**src/rtl/fetch_unit_if.sv**
```systemverilog
// +----------------------------------------------------------------------------+
// | Module      : fetch_unit_if                                                |
// | Description : Instruction-memory fetch bus. A request is held with a       |
// |               stable address until the memory returns a one-cycle ack      |
// |               pulse together with the instruction word.                    |
// | Ports       : inst_req   - fetch request (master -> slave)                 |
// |               inst_addr  - word-aligned fetch address (master -> slave)    |
// |               inst_ack   - one-cycle response pulse (slave -> master)      |
// |               inst_rdata - instruction word, valid with ack (slave->master)|
// | Revision    : 1.0  initial release                                         |
// +----------------------------------------------------------------------------+
`default_nettype none

interface fetch_unit_if;
  logic        inst_req;
  logic [31:0] inst_addr;
  logic        inst_ack;
  logic [31:0] inst_rdata;

  modport master (
    output inst_req,
    output inst_addr,
    input  inst_ack,
    input  inst_rdata
  );

  modport slave (
    input  inst_req,
    input  inst_addr,
    output inst_ack,
    output inst_rdata
  );
endinterface

`default_nettype wire

```
**src/rtl/fetch_unit.sv**
```systemverilog
// +----------------------------------------------------------------------------+
// | Module      : fetch_unit                                                   |
// | Description : Instruction-fetch stage plus IF/ID pipeline register. Owns   |
// |               the PC, runs the req/ack handshake to instruction memory,    |
// |               parks responses that arrive while ID is stalled and throws   |
// |               away responses to fetches made obsolete by a redirect.       |
// | Macro       : FETCH_PERF_EN - adds perf_fetched/perf_stall/perf_squash     |
// | Ports       : clk, reset         - clock, synchronous active-high reset    |
// |               Stall              - hold PC and IF/ID                       |
// |               IF_Flush           - squash the instruction in IF            |
// |               ID_PCSrc           - 00 seq, 01 branch, 10 jr, 11 j/jal      |
// |               ID_*_target        - redirect targets                        |
// |               mem                - fetch bus (fetch_unit_if.master)        |
// |               ID_Instruction/PC  - IF/ID register contents                |
// |               ID_Valid           - IF/ID holds a real instruction          |
// |               perf_*             - event counters (FETCH_PERF_EN only)     |
// | Revision    : 1.0  initial release                                         |
// +----------------------------------------------------------------------------+
`default_nettype none

module fetch_unit #(
  parameter logic [31:0] RESET_PC = 32'h8000_0000,
  parameter logic [31:0] NOP      = 32'h0000_0000
) (
  input  wire logic        clk,
  input  wire logic        reset,
  input  wire logic        Stall,
  input  wire logic        IF_Flush,
  input  wire logic [1:0]  ID_PCSrc,
  input  wire logic [31:0] ID_Branch_target,
  input  wire logic [31:0] ID_Jr_target,
  input  wire logic [31:0] ID_Jump_target,
  fetch_unit_if.master     mem,
  output logic [31:0]      ID_Instruction,
  output logic [31:0]      ID_PC,
  output logic             ID_Valid
`ifdef FETCH_PERF_EN
  ,
  output logic [31:0]      perf_fetched,
  output logic [31:0]      perf_stall,
  output logic [31:0]      perf_squash
`endif
);

  typedef enum logic [1:0] {
    S_FETCH = 2'd0,  // request outstanding for pc_q
    S_HOLD  = 2'd1,  // response parked in buf_q, no request
    S_DROP  = 2'd2   // request for stale pc_q outstanding, tgt_q is next pc
  } state_t;

  state_t      state_q;
  logic [31:0] pc_q;
  logic [31:0] tgt_q;
  logic [31:0] buf_q;
  logic [31:0] id_instr_q;
  logic [31:0] id_pc_q;
  logic        id_valid_q;

  logic        w_arrive;
  logic [31:0] w_word;
  logic        w_redirect;
  logic [31:0] w_target;

  // A word is available this cycle either straight from memory or from the
  // parking buffer filled during an earlier stall.
  assign w_arrive   = ((state_q == S_FETCH) && mem.inst_ack) || (state_q == S_HOLD);
  assign w_word     = (state_q == S_HOLD) ? buf_q : mem.inst_rdata;
  assign w_redirect = !Stall && ((ID_PCSrc != 2'b00) || IF_Flush);

  // A flush with sequential PCSrc resynchronises to the instruction after
  // the one sitting in ID. Low address bits are forced to keep fetches aligned.
  always_comb begin
    w_target = id_pc_q + 32'd4;
    case (ID_PCSrc)
      2'b01:   w_target = ID_Branch_target;
      2'b10:   w_target = ID_Jr_target;
      2'b11:   w_target = ID_Jump_target;
      default: w_target = id_pc_q + 32'd4;
    endcase
    w_target[1:0] = 2'b00;
  end

  // Request is decoded from registered state only; reset masks it so the
  // memory sees no request while reset is held.
  assign mem.inst_req  = !reset && (state_q != S_HOLD);
  assign mem.inst_addr = pc_q;

  assign ID_Instruction = id_instr_q;
  assign ID_PC          = id_pc_q;
  assign ID_Valid       = id_valid_q;

  always_ff @(posedge clk) begin
    if (reset) begin
      state_q    <= S_FETCH;
      pc_q       <= RESET_PC;
      tgt_q      <= 32'd0;
      buf_q      <= NOP;
      id_instr_q <= NOP;
      id_pc_q    <= 32'd0;
      id_valid_q <= 1'b0;
    end else if (Stall) begin
      // IF/ID and pc hold; only the memory side keeps moving.
      case (state_q)
        S_FETCH: begin
          if (mem.inst_ack) begin
            buf_q   <= mem.inst_rdata;
            state_q <= S_HOLD;
          end
        end
        S_HOLD: begin
          state_q <= S_HOLD;
        end
        S_DROP: begin
          // The stale response must still be consumed; loading the pending
          // redirect target is not a sequential advance.
          if (mem.inst_ack) begin
            pc_q    <= tgt_q;
            state_q <= S_FETCH;
          end
        end
        default: state_q <= S_FETCH;
      endcase
    end else if (w_redirect) begin
      id_instr_q <= NOP;
      id_valid_q <= 1'b0;
      case (state_q)
        S_FETCH: begin
          if (mem.inst_ack) begin
            pc_q    <= w_target;
            state_q <= S_FETCH;
          end else begin
            tgt_q   <= w_target;
            state_q <= S_DROP;
          end
        end
        S_HOLD: begin
          pc_q    <= w_target;
          state_q <= S_FETCH;
        end
        S_DROP: begin
          // Newest redirect wins; if the stale ack lands now, go there directly.
          if (mem.inst_ack) begin
            pc_q    <= w_target;
            state_q <= S_FETCH;
          end else begin
            tgt_q   <= w_target;
          end
        end
        default: state_q <= S_FETCH;
      endcase
    end else if (w_arrive) begin
      id_instr_q <= w_word;
      id_pc_q    <= pc_q;
      id_valid_q <= 1'b1;
      pc_q       <= pc_q + 32'd4;
      state_q    <= S_FETCH;
    end else begin
      id_instr_q <= NOP;
      id_valid_q <= 1'b0;
      if ((state_q == S_DROP) && mem.inst_ack) begin
        pc_q    <= tgt_q;
        state_q <= S_FETCH;
      end
    end
  end

`ifdef FETCH_PERF_EN
  logic [31:0] perf_fetched_q;
  logic [31:0] perf_stall_q;
  logic [31:0] perf_squash_q;
  logic        w_squash;

  // A discarded word is either one arriving under a redirect or the stale
  // response that finally lands in DROP.
  assign w_squash = (w_redirect && w_arrive) || ((state_q == S_DROP) && mem.inst_ack);

  always_ff @(posedge clk) begin
    if (reset) begin
      perf_fetched_q <= 32'd0;
      perf_stall_q   <= 32'd0;
      perf_squash_q  <= 32'd0;
    end else begin
      if ((state_q == S_FETCH) && mem.inst_ack) perf_fetched_q <= perf_fetched_q + 32'd1;
      if (Stall)                                perf_stall_q   <= perf_stall_q + 32'd1;
      if (w_squash)                             perf_squash_q  <= perf_squash_q + 32'd1;
    end
  end

  assign perf_fetched = perf_fetched_q;
  assign perf_stall   = perf_stall_q;
  assign perf_squash  = perf_squash_q;
`endif

endmodule

`default_nettype wire
```
**src/flat_wrapper.sv**
```systemverilog
// flat-port wrapper written by rule: the top's interface ports become plain ports
module fetch_unit_flat 
#(
  parameter logic [31:0] RESET_PC = 32'h8000_0000,
  parameter logic [31:0] NOP      = 32'h0000_0000
)
  (clk, reset, Stall, IF_Flush, ID_PCSrc, ID_Branch_target, ID_Jr_target, ID_Jump_target, ID_Instruction, ID_PC, ID_Valid, mem_inst_req, mem_inst_addr, mem_inst_ack, mem_inst_rdata);
  fetch_unit_if mem_i ();
  input  wire logic clk;
  input  wire logic reset;
  input  wire logic Stall;
  input  wire logic IF_Flush;
  input  wire logic [1:0] ID_PCSrc;
  input  wire logic [31:0] ID_Branch_target;
  input  wire logic [31:0] ID_Jr_target;
  input  wire logic [31:0] ID_Jump_target;
  output logic [31:0] ID_Instruction;
  output logic [31:0] ID_PC;
  output logic ID_Valid;
  output wire logic [$bits(mem_i.inst_req)-1:0] mem_inst_req;
  output wire logic [$bits(mem_i.inst_addr)-1:0] mem_inst_addr;
  input wire logic [$bits(mem_i.inst_ack)-1:0] mem_inst_ack;
  input wire logic [$bits(mem_i.inst_rdata)-1:0] mem_inst_rdata;
  assign mem_inst_req = mem_i.inst_req;
  assign mem_inst_addr = mem_i.inst_addr;
  assign mem_i.inst_ack = mem_inst_ack;
  assign mem_i.inst_rdata = mem_inst_rdata;
  fetch_unit #(.RESET_PC(RESET_PC), .NOP(NOP)) u_core (.clk(clk), .reset(reset), .Stall(Stall), .IF_Flush(IF_Flush), .ID_PCSrc(ID_PCSrc), .ID_Branch_target(ID_Branch_target), .ID_Jr_target(ID_Jr_target), .ID_Jump_target(ID_Jump_target), .mem(mem_i), .ID_Instruction(ID_Instruction), .ID_PC(ID_PC), .ID_Valid(ID_Valid));
endmodule
```
**config.mk**
```make
export PLATFORM = sky130hd
export DESIGN_NAME = fetch_unit_flat
export DESIGN_NICKNAME = d
export VERILOG_FILES = /design/src/rtl/fetch_unit_if.sv /design/src/rtl/fetch_unit.sv /design/src/flat_wrapper.sv
export SDC_FILE = /design/constraint.sdc
export NUM_CORES = 1
export LEC_CHECK = 0
export ABC_AREA = 1
export BUFFER_PORTS_ARGS = -buffer_cell sky130_fd_sc_hd__buf_2
export CAP_MARGIN = 20
export CORE_MARGIN = 2
export CORE_UTILIZATION = 45
export CTS_BUF_LIST = sky130_fd_sc_hd__clkbuf_16
export CTS_CLUSTER_DIAMETER = 60
export DETAILED_ROUTE_END_ITERATION = 7
export PLACE_DENSITY_LB_ADDON = 0.2
export SLEW_MARGIN = 20
export SYNTH_ARGS = -nofsm -noshare
export SYNTH_HDL_FRONTEND = slang
export SYNTH_SLANG_ARGS = --single-unit
```
**constraint.sdc**
```tcl
create_clock -name clk -period 2.2 [get_ports clk]
set_input_delay 0.22 -clock clk [delete_from_list [all_inputs] [get_ports clk]]
set_output_delay 0.22 -clock clk [all_outputs]
set_load 0.01 [all_outputs]
```
# After elaboration in Yosys (flattened, before gate mapping)
# Index checks and enable logic that the tools add are counted.
[word_totals] regBits=161 inputBits=135 output_inout_bits=98 wordCells=63
[op_classes] n_addsub=2 n_eq_ne=11 mux=23 bitwise=3 reduce_logical=17
[op_table] operator="2-to-1 mux 32 bit" n=10
[op_table] operator="case mux 32 bit (3 select lines)" n=1
[op_table] operator="adder 32 x 3 -> 32 bit, second input constant" n=2
[op_table] operator="case mux 32 bit (2 select lines)" n=1
[op_table] operator="2-to-1 mux 2 bit" n=7
[op_table] operator="== test 2 bit, second input constant" n=3
[op_table] operator="inequality test 2 x 1 -> 1 bit, second input constant" n=3
[op_table] operator="inequality test 3 bit, second input constant" n=2
[op_table] operator="case mux 2 bit (3 select lines)" n=1
[op_table] operator="AND reduction 3 bit" n=2
[op_table] operator="AND reduction 5 bit" n=1
[op_table] operator="== test 2 x 1 -> 1 bit, second input constant" n=2
[op_table] operator="logical AND 1 bit" n=4
[op_table] operator="inequality test 4 bit, second input constant" n=1
[op_table] operator="case mux 2 bit (2 select lines)" n=1
[op_table] operator="AND reduction 4 bit" n=1
[op_table] operator="nonzero test 4 bit" n=1
[op_table] operator="NOT 1 bit" n=3
[op_table] operator="logical NOT 1 bit" n=2
[op_table] operator="logical NOT 2 bit" n=1
[op_table] operator="logical OR 1 bit" n=2
[op_table] operator="2-to-1 mux 1 bit" n=2
[op_table] operator="AND reduction 2 bit" n=1
[op_table] operator="nonzero test 2 bit" n=1
[op_table] operator="OR reduction 2 bit" n=1

# Depth between registers and ports, before layout
[logic_depth] depth_word=6 mapped_depth=14 depth_no_buf=13

# Worst setup path before layout
# Ideal clock, no wire load.
[synth_timing] path_type="register to register" startpoint="register u_core.pc_q[3], in the netlist u_core.mem.inst_addr[3]" endpoint="register u_core.pc_q[26], in the netlist u_core.mem.inst_addr[26]" setup_time_ps=119 arrival_ps=1631 required_time_ps=2081 slack_ps=450 path_stages_with_launch=11 path_buffers=0 synth_period_minus_slack_ps=1750 path_cell_list="dfxtp_1 ha_1 nand3_1 nor2_4 nand4_1 nor2_1 nand3_1 nand2_1 nand2_1 nor2_1 a21oi_1"
[synth_between] elab_chain_len=4
[synth_lines] element="from (decl)" line_no="fetch_unit.sv:52" text="logic [31:0] pc_q;"
[synth_lines] element="from (signal assigned)" line_no="fetch_unit.sv:117" text="pc_q <= tgt_q;"
[synth_lines] element="from (signal assigned)" line_no="fetch_unit.sv:129" text="pc_q <= w_target;"
[synth_lines] element="from (signal assigned)" line_no="fetch_unit.sv:137" text="pc_q <= w_target;"
[synth_lines] element="adder 32 x 3 -> 32 bit" line_no="fetch_unit.sv:155" text="pc_q <= pc_q + 32'd4;"
[synth_lines] element="2-to-1 mux 32 bit" line_no="fetch_unit.sv:151" text="end else if (w_arrive) begin"
[synth_lines] element="2-to-1 mux 32 bit" line_no="fetch_unit.sv:123" text="end else if (w_redirect) begin"
[synth_lines] element="2-to-1 mux 32 bit" line_no="fetch_unit.sv:101" text="end else if (Stall) begin"
# Every way passes these cells.
# A chain may end at the register's enable or synchronous reset.

# Worst setup path after layout
[layout_timing] startpoint="register u_core.id_pc_q[2], in the netlist u_core.ID_PC[2]" endpoint="register u_core.tgt_q[11]"
[layout_between] elab_chain_len=2
[layout_lines] element="from (decl)" line_no="fetch_unit.sv:56" text="logic [31:0] id_pc_q;"
[layout_lines] element="from (signal assigned)" line_no="fetch_unit.sv:153" text="id_pc_q <= pc_q;"
[layout_lines] element="adder 32 x 3 -> 32 bit"
[layout_lines] element="case mux 32 bit (3 select lines)" line_no="fetch_unit.sv:74" text="case (ID_PCSrc)"
[layout_lines] element="to (signal assigned)" line_no="fetch_unit.sv:132" text="tgt_q <= w_target;"
[layout_lines] element="to (signal assigned)" line_no="fetch_unit.sv:146" text="tgt_q <= w_target;"
[layout_lines] element="to (decl)" line_no="fetch_unit.sv:53" text="logic [31:0] tgt_q;"
# Every way passes these cells.

==> results by group <==
Setup path
  – Critical Path Max Stage Delay: 430 ps
  – CP Class: reg2reg
  – Setup slack of the worst register-to-register path: 140 ps
  – Req. time, crit path: 2540 ps
  – Worst path buffer plus inverter count: 1
  – Crit-path leading delay family: simple AND/OR/NAND/NOR gates
  – Reg2reg path depth: 8
  – Crit-path most repeated cell: sky130_fd_sc_hd__nor2_1
  – Beginning of the critical path: u_core.ID_PC[2]
  – Largest driver fanout on the critical path: 6
  – Origin of the critical flop-to-flop path: u_core.ID_PC[2]
  – Sort of element at the end of the critical path: flip-flop
  – Critical Path Source Type: flip-flop
  – Slowest cell on the critical path: sky130_fd_sc_hd__dfxtp_1
  – Cell-by-cell listing of the critical path: inv_1, nor2_1, nand2_1, nor2_1, nand2_1, a21boi_1, nor2_1, a211oi_1
  – FF-to-FF End: u_core.tgt_q[11]
  – Signal arrival time at the worst endpoint: 2400 ps

STA
  – Clock tree skew after final layout: 13.28 ps
  – Count of final setup violators: 0
  – Worst-margin pin slew: 679.0 ps
  – Worst Hold Slack: 30.38 ps
  – Post-layout min period: 2062 ps
  – Worst slew margin relative to its limit: 0.5473
  – Final worst-path setup slack: 137.8 ps
  – Final count of hold timing violations: 0
  – RSZ-0062 raised after global routing: no
  – Accumulated negative setup slack: 0 ps
  – Max Fclk: 0.4849 GHz
  – Pins Over Slew Limit: 0
  – Crit share post-route: 0.9374

Clocking
  – Clock buffer depth: 2
  – Skew-Pair Late Insertion Delay: 440 ps
  – Library cell used as clock root buffer: sky130_fd_sc_hd__clkbuf_16
  – Number of buffers inserted to repair setup after CTS: 0
  – Clock tree from TritonCTS: built
  – Post-CTS Resized: 0
  – Level count of the clock H-tree: 4
  – Clock transition time at the flip-flop clock pins of the worst setup and hold paths: 70 ps
  – Inserted Clock Buffers: 17
  – Clk sink count: 157
  – Number of hold buffers added after cts: 0

Logic synthesis
  – Area contributors post-synth: sky130_fd_sc_hd__dfxtp_1 36%, sky130_fd_sc_hd__nand2_1 17%, sky130_fd_sc_hd__o21ai_0 8.7%
  – Commonest register cell after synthesis: sky130_fd_sc_hd__dfxtp_1
  – Post-synthesis instance area: 8833 sq um
  – Top cell type by total area after synthesis: sky130_fd_sc_hd__dfxtp_1
  – Syn Area/Cell: 6.243 sq um
  – Number of synthesized register bits: 157
  – Gate count of the mapped netlist: 1415
  – Most frequent cells after synthesis: 400 x sky130_fd_sc_hd__nand2_1, 157 x sky130_fd_sc_hd__dfxtp_1, 153 x sky130_fd_sc_hd__o21ai_0
  – Dominant cell by count in the synthesized netlist: sky130_fd_sc_hd__nand2_1
  – Post-synth top area share: 0.3558
  – Cell variety after synth: 41
  – Number of flops mapped to enable cells by yosys: 0
  – Share of the yosys chip area belonging to registers: 0.3558
  – Share of synthesized registers carrying an async set or reset: 0
  – Synthesis Warnings: 0

GRT
  – Final global-route overflow total: 0
  – Total GRT Usage: 0.2995
  – Via count of the first global-routing pass: 8806
  – Global-route wire length before repair: 47790 microns
  – Antenna violations before repair: 0
  – Maximum number of pins on one net before global-route repair: 63

Worst hold path
  – Worst Hold Class: in2reg
  – Worst hold path endpoint: u_core.buf_q[2]
  – Worst Hold Launch: mem_inst_rdata[2]
  – Cell count of the worst hold path: 3

Floorplanning
  – Die Wd: 144.1 microns
  – Die Outline Area: 20770 sq um
  – Area of the core region: 19330 sq um
  – Number of primary I/O pins: 233
  – Row count: 51
  – Effective utilization at floorplan: 0.4569
  – Die Y-Extent: 144.1 microns

Drt
  – Detailed-routing iteration count for the pre-antenna-repair pass: 5
  – Number of vias in the routed layout: 9937
  – Antenna-violating nets left: 0
  – # DRC: 0
  – Post-DR wirelength/cell: 16.31 microns
  – Via density: 5.225
  – Routed WL: 31020 microns
  – Starting DRT DRC Count: 777

Power
  – Leak pwr: 4.931 nW
  – Power density normalized to cell area: 669.9 nW/um^2
  – Peak ir drop on the vdd network: 0.0005307 V

Place
  – Worst Setup Slack post-DPL: 186.9 ps
  – Global placement routability congestion: 0.9129
  – Post-detail-place hpwl: 22780 microns
  – IO Port Bufs: 222

Final layout
  – Final net count: 1761
  – Area growth from synthesis to layout: 23.92%
  – Final cell utilization of the core: 0.5662
  – Number of antenna diodes: 0
  – Fraction of layout instances using a drive strength above 1: 0.1979

Job
  – Number of max-cap violations: 0

Run status
  – Status: completed
-- cells in the final DEF (no fill, tap or decap), types with 3 or more instances in the layout --
cell,Yosys,routed
sky130_fd_sc_hd__nor2_1,147,146
sky130_fd_sc_hd__a21oi_1,145,145
sky130_fd_sc_hd__o211ai_1,10,10
sky130_fd_sc_hd__a22o_1,9,9
sky130_fd_sc_hd__o21ai_0,153,153
sky130_fd_sc_hd__o21bai_1,8,8
sky130_fd_sc_hd__buf_4,4,37
sky130_fd_sc_hd__o22ai_1,4,4
sky130_fd_sc_hd__inv_8,0,3
sky130_fd_sc_hd__mux2_2,5,5
sky130_fd_sc_hd__clkbuf_16,0,17
sky130_fd_sc_hd__nand2_1,400,400
sky130_fd_sc_hd__inv_1,142,141
sky130_fd_sc_hd__conb_1,1,4
sky130_fd_sc_hd__nand4_1,18,18
sky130_fd_sc_hd__nand3_1,81,81
sky130_fd_sc_hd__dfxtp_1,157,157
sky130_fd_sc_hd__a221oi_1,3,3
sky130_fd_sc_hd__a211oi_1,8,8
sky130_fd_sc_hd__inv_6,0,3
sky130_fd_sc_hd__buf_2,32,222
sky130_fd_sc_hd__xnor2_1,4,4
sky130_fd_sc_hd__buf_12,0,6
sky130_fd_sc_hd__a31oi_1,6,6
sky130_fd_sc_hd__clkinv_4,0,4
sky130_fd_sc_hd__nor2_4,2,3
sky130_fd_sc_hd__nor2_2,6,6
sky130_fd_sc_hd__inv_2,5,6
sky130_fd_sc_hd__xor2_1,5,5
sky130_fd_sc_hd__clkinvlp_4,0,3
-- report_power, final --
part | switching, mW | total [mW] | internal [mW]
clock network | 1.36 | 3.07 | 1.71
registers | 0.127 | 3.12 | 2.99
logic | 0.722 | 1.15 | 0.425
total | 2.21 | 7.33 | 5.13
-- sequential cells by signal (all words and copies together) (netlist names) --
name and cells:
u_core.ID_PC 30, u_core.ID_Valid 1, u_core.state_q 2, u_core.ID_Instruction 32, u_core.tgt_q 30, u_core.buf_q 32
u_core.mem.inst_addr 30
-- tightest hold or removal path, cell delays in order --
cell and delay (ps):
sky130_fd_sc_hd__buf_2 90, sky130_fd_sc_hd__nor2_1 40, sky130_fd_sc_hd__nor2_1 80
-- worst max-delay path by stage --
stage / end / cells past startpoint
6_report: u_core.tgt_q[11] / 8
5_1_grt: u_core.mem.inst_addr[20] / 10
4_1_cts: u_core.mem.inst_addr[22] / 9
3_5_place_dp: u_core.mem.inst_addr[22] / 9
3_3_place_gp: u_core.mem.inst_addr[22] / 9
2_1_floorplan: u_core.mem.inst_addr[26] / 10
-- stage by stage --
step | cell area (sq um) | instances | power (mW)
6_report | 10950 | 1902 | 7.334
5_1_grt | 10950 | 1902 | 7.632
4_1_cts | 10940 | 1902 | 7.342
3_5_place_dp | 10340 | 1870 | 4.308
3_3_place_gp | 10340 | 1870 | 4.290
2_1_floorplan | 8845 | 1418 | 3.807
-- cells by family (layout without fill, tap and decap cells) --
family | Yosys count | count (layout) | synth area share
other | 1 | 4 | 0.0004245
adders and majority gates | 2 | 2 | 0.002832
xor gates and xnor gates | 9 | 9 | 0.008923
AOI/OAI and AO/OA | 353 | 353 | 0.2180
buffers and inverters | 225 | 444 | 0.1020
muxes | 5 | 5 | 0.006373
and+or+nand+nor | 663 | 663 | 0.3057
DFF | 157 | 157 | 0.3558
-- cell type report --
cell class                      instances  area, sq um
Clock buffer                           17        425.4
Clock inverter                         15        177.7
Fill cell                            1969         8388
Inverter                              147        551.8
Multi-Input combinational cell       1036         4808
Sequential cell                       157         3143
Tap cell                              265        331.6
Timing Repair Buffer                  265         1509
-- layer usage --
| metal | part of all wire | GRT usage |
|---|---|---|
| met4 | 0.030 | 0.1027 |
| met3 | 0.091 | 0.07980 |
| met1 | 0.44 | 0.4196 |
| met5 | 0 | 0 |
| met2 | 0.44 | 0.4444 |
Power figures use the tool's default switching activity.
